### src/rtl/fifo_wr_packer.sv
// Write-side packer for the dual-clock FIFO: gathers RATIO narrow beats into
// one FIFO word (LSB lane first) and holds it until the FIFO can take it.
module fifo_wr_packer #(
  parameter int IN_WIDTH  = 4,
  parameter int RATIO     = 2,
  parameter int CNT_WIDTH = 16,
  localparam int OUT_WIDTH = IN_WIDTH * RATIO
) (
  input  logic                 write_clk,
  input  logic                 rst,
  input  logic                 in_valid,
  output logic                 in_ready,
  input  logic [IN_WIDTH-1:0]  in_data,
  input  logic                 in_last,
  output logic                 fifo_write_en,
  output logic [OUT_WIDTH-1:0] fifo_write_data,
  input  logic                 fifo_full,
  output logic [CNT_WIDTH-1:0] word_count,
  output logic [CNT_WIDTH-1:0] partial_count
);

  localparam int LANE_W = $clog2(RATIO);
  localparam logic [LANE_W-1:0] LAST_LANE = LANE_W'(RATIO - 1);

  logic [LANE_W-1:0]    lane;
  logic [OUT_WIDTH-1:0] acc;
  logic [OUT_WIDTH-1:0] hold;
  logic                 out_valid;
  logic                 hold_partial;

  logic                 accept;
  logic                 complete;
  logic                 commit;
  logic [OUT_WIDTH-1:0] merged;

  assign in_ready        = !rst && (!out_valid || !fifo_full);
  assign fifo_write_en   = !rst && out_valid && !fifo_full;
  assign fifo_write_data = hold;

  assign accept   = in_valid && in_ready;
  assign complete = accept && ((lane == LAST_LANE) || in_last);
  assign commit   = fifo_write_en;

  // Lanes above the current one are always zero in acc, so a word closed
  // early by in_last comes out zero-padded without an explicit mask.
  always_comb begin
    merged = acc;
    merged[int'(lane)*IN_WIDTH +: IN_WIDTH] = in_data;
  end

  always_ff @(posedge write_clk) begin
    if (rst) begin
      lane          <= '0;
      acc           <= '0;
      hold          <= '0;
      out_valid     <= 1'b0;
      hold_partial  <= 1'b0;
      word_count    <= '0;
      partial_count <= '0;
    end else begin
      if (commit) begin
        word_count <= word_count + CNT_WIDTH'(1);
        if (hold_partial)
          partial_count <= partial_count + CNT_WIDTH'(1);
      end

      // in_ready guarantees the hold register is free or draining when complete.
      if (complete) begin
        hold         <= merged;
        hold_partial <= in_last && (lane != LAST_LANE);
        out_valid    <= 1'b1;
        acc          <= '0;
        lane         <= '0;
      end else begin
        if (commit)
          out_valid <= 1'b0;
        if (accept) begin
          acc  <= merged;
          lane <= lane + LANE_W'(1);
        end
      end
    end
  end

endmodule
### config.mk
export PLATFORM = sky130hd
export DESIGN_NAME = fifo_wr_packer
export DESIGN_NICKNAME = d
export VERILOG_FILES = /design/src/rtl/fifo_wr_packer.sv
export SDC_FILE = /design/constraint.sdc
export NUM_CORES = 1
export LEC_CHECK = 0
export CAP_MARGIN = 20
export CORE_MARGIN = 5
export CORE_UTILIZATION = 25
export DETAILED_ROUTE_END_ITERATION = 6
export SYNTH_ARGS = -nofsm -noshare
export SYNTH_HDL_FRONTEND = slang
export SYNTH_SLANG_ARGS = --single-unit
### constraint.sdc
create_clock -name write_clk -period 2.55 [get_ports write_clk]
set_input_delay 0.255 -clock write_clk [delete_from_list [all_inputs] [get_ports write_clk]]
set_output_delay 0.255 -clock write_clk [all_outputs]
set_load 0.1 [all_outputs]
==> flow_metrics.env <==
export IMPL_reg2reg_depth=4
export IMPL_grt_ovfl_total=0
export IMPL_clock_sinks=51
export IMPL_gr_usage_all_layers_pct=9.83
export IMPL_clk_path_buf_depth=2
export IMPL_drv_cap=0
export IMPL_clk_pin_slew_worst_paths_ns=0.10
export IMPL_powerDensity_nw_per_um2=519
export IMPL_post_cts_resized=0
export IMPL_max_slew_margin_pct=62.9
export IMPL_synth_avg_cell_area_um2=8.88
export IMPL_synth_cells=244
export IMPL_synth_most_common_cell="dfxtp_1"
export IMPL_grt_max_degree=25
export IMPL_post_place_ws_ns=0.285
export IMPL_hold_path_cell_count=2
export IMPL_postCtsSetupRepairBufs=0
export IMPL_start_kind="primary input"
export IMPL_avgRoutedWirePerCell_um=12.3
export IMPL_rows=34
export IMPL_clk_latency_ns=0.30
export IMPL_antenna_found_initial=0
export IMPL_syn_num_nets=255
export IMPL_drc_errors=0
export IMPL_synth_top_area_cell="dfxtp_1"
export IMPL_cts_tree="yes"
export IMPL_wl_mm=5.00
export IMPL_status="finished, final reports clean"
export IMPL_finalMaxSlewViolations=0
export IMPL_ios=51
export IMPL_period_share_pct=77.7
export IMPL_drtIter0Drc=36
export IMPL_setup_tns_ns=0
export IMPL_fmax_mhz=505
export IMPL_io_buffers=50
export IMPL_yosys_cell_types_count=35
export IMPL_rsz0062_at_grt="no"
export IMPL_setup_violations=0
export IMPL_vdd_drop_max_mv=0.197
export IMPL_fin_util_pct=32.7
export IMPL_first_global_vias=1743
export IMPL_hold_violations=0
export IMPL_crit_path_end_kind="flop"
export IMPL_synthTopCellsByArea="dfxtp_1 47%, mux2i_1 5.5%, xnor2_1 4.8%, nand3_1 3.9%, o21ai_0 3.9%"
export IMPL_synth_warnings=0
export IMPL_worstHoldPathType="flop to flop"
export IMPL_fin_nets=307
export IMPL_async_flop_share_pct=0
export IMPL_skew_ns=0.0141
export IMPL_die_area_um2=10600
export IMPL_synth_edf_count=0
export IMPL_finalWorstSetupSlack_ns=0.568
export IMPL_p_leak_nw=1.04
export IMPL_fin_hold_ws_ns=0.479
export IMPL_synthTopCellsByCount="51 x dfxtp_1, 22 x nand2_1, 22 x nor2_1, 17 x nand3_1, 17 x o21ai_0"
export IMPL_grt_pass1_wl_mm=8.34
export IMPL_htreeDepth=2
export IMPL_hpwlAfterDp_mm=3.77
export IMPL_fin_total_pwr_w=0.00146
export IMPL_ys_flop_type="dfxtp_1"
export IMPL_seq_area_frac_synth_pct=47.1
export IMPL_synth_area_um2=2170
export IMPL_cts_root_buf="clkbuf_8"
export IMPL_n_antenna_cell=0
export IMPL_dieWidth_um=103
export IMPL_core_area_um2=8590
export IMPL_cp_required_ns=2.79
export IMPL_tightest_slew_ns=0.551
export IMPL_ant_nets=0
export IMPL_area_growth_pct=29.8
export IMPL_start_util_pct=25.2
export IMPL_place_gp_congestion=0.758
export IMPL_hold_buffers=0
export IMPL_ys_ff_latch=51
export IMPL_die_y_um=103
export IMPL_first_pass_iters=4
export IMPL_crit_path_max_fanout=7
export IMPL_crit_type="primary input to flop"
export IMPL_fin_crit_ns=1.98
export IMPL_cp_arrival_ns=2.22
export IMPL_numCtsBuffers=5
export IMPL_vias_per_cell=4.69
export IMPL_final_layout_size_suffix_gt1_share_pct=21.2
export IMPL_vias=1899
export IMPL_synth_top_cell_area_share_pct=47.1
==> state kept, by name, indices dropped and copies added, names as in the netlist <==
name and flops:
lane 1, word_count 16, acc 8, partial_count 16, fifo_write_data 8, out_valid 1
hold_partial 1
==> where the power goes <==
| part | switching [W] | internal [W] | total (W) |
|---|---|---|---|
| registers | 0.00000830 | 0.000808 | 0.000816 |
| clock network | 0.000270 | 0.000223 | 0.000494 |
| logic | 0.000103 | 0.0000485 | 0.000152 |
==> layout make-up <==
cell class	count	area, um^2
multi-input combinational	175	1060
fill	911	5780
sequential	51	1020
tap	108	135
clock buffer	7	86.3
timing repair buffer	58	480
inverter	5	18.8
clock inverter	1	8.76
==> stage by stage <==
stage               instance area (um^2)  instances
floorplan                           2170        244
global placement                    2720        397
detailed placement                  2720        397
CTS                                 2810        405
global route                        2810        405
finish                              2810        405
==> final timing paths <==
| kind | start | end | slack, ns |
|---|---|---|---|
| worst min-delay path | fifo_write_data[7] | fifo_write_data[7] | 0.48 |
| worst max register to register | word_count[3] | word_count[13] | 0.63 |
| worst min register to register | fifo_write_data[7] | fifo_write_data[7] | 0.48 |
| worst max-delay path | fifo_full | word_count[13] | 0.57 |
==> cells in the final DEF (no fill, tap or decap), types with 5 or more instances in the layout <==
master / instances
dfxtp_1: 48
buf_4: 48
nand2_1: 22
nor2_1: 22
o21ai_0: 17
nand3_1: 17
a21oi_1: 13
xnor2_1: 12
mux2i_1: 12
or3_1: 8
clkdlybuf4s50_1: 8
nand4_1: 7
nor3_1: 6
or4_1: 6
clkbuf_8: 6
xor2_1: 5
==> worst max-delay path: stages <==
cell	delay, ns
clkdlybuf4s50_1	0.52
or3b_1	0.47
or2_1	0.33
or4_1	0.50
a21oi_1	0.15
==> layer usage <==
layer,GRT usage [%],vias up,wire length (um)
met4,2.69,0,53
met5,0,-,0
met3,3.11,7,329
li1,-,972,-
met1,12.9,871,2340
met2,15.5,49,2280
==> kinds of logic (layout without fill, tap and decap cells) <==
group           Yosys count  after routing  share of synthesized area (%)
compound gates           40             40                           10.5
buf+inv                  18             71                           4.16
mux                      12             12                           5.54
simple gates            104            104                           24.7
fa+ha+maj                 2              2                           1.15
xor+xnor                 17             17                           6.87
flops                    51             51                           47.1
Note: power is estimated with default switching activity, not from simulation.
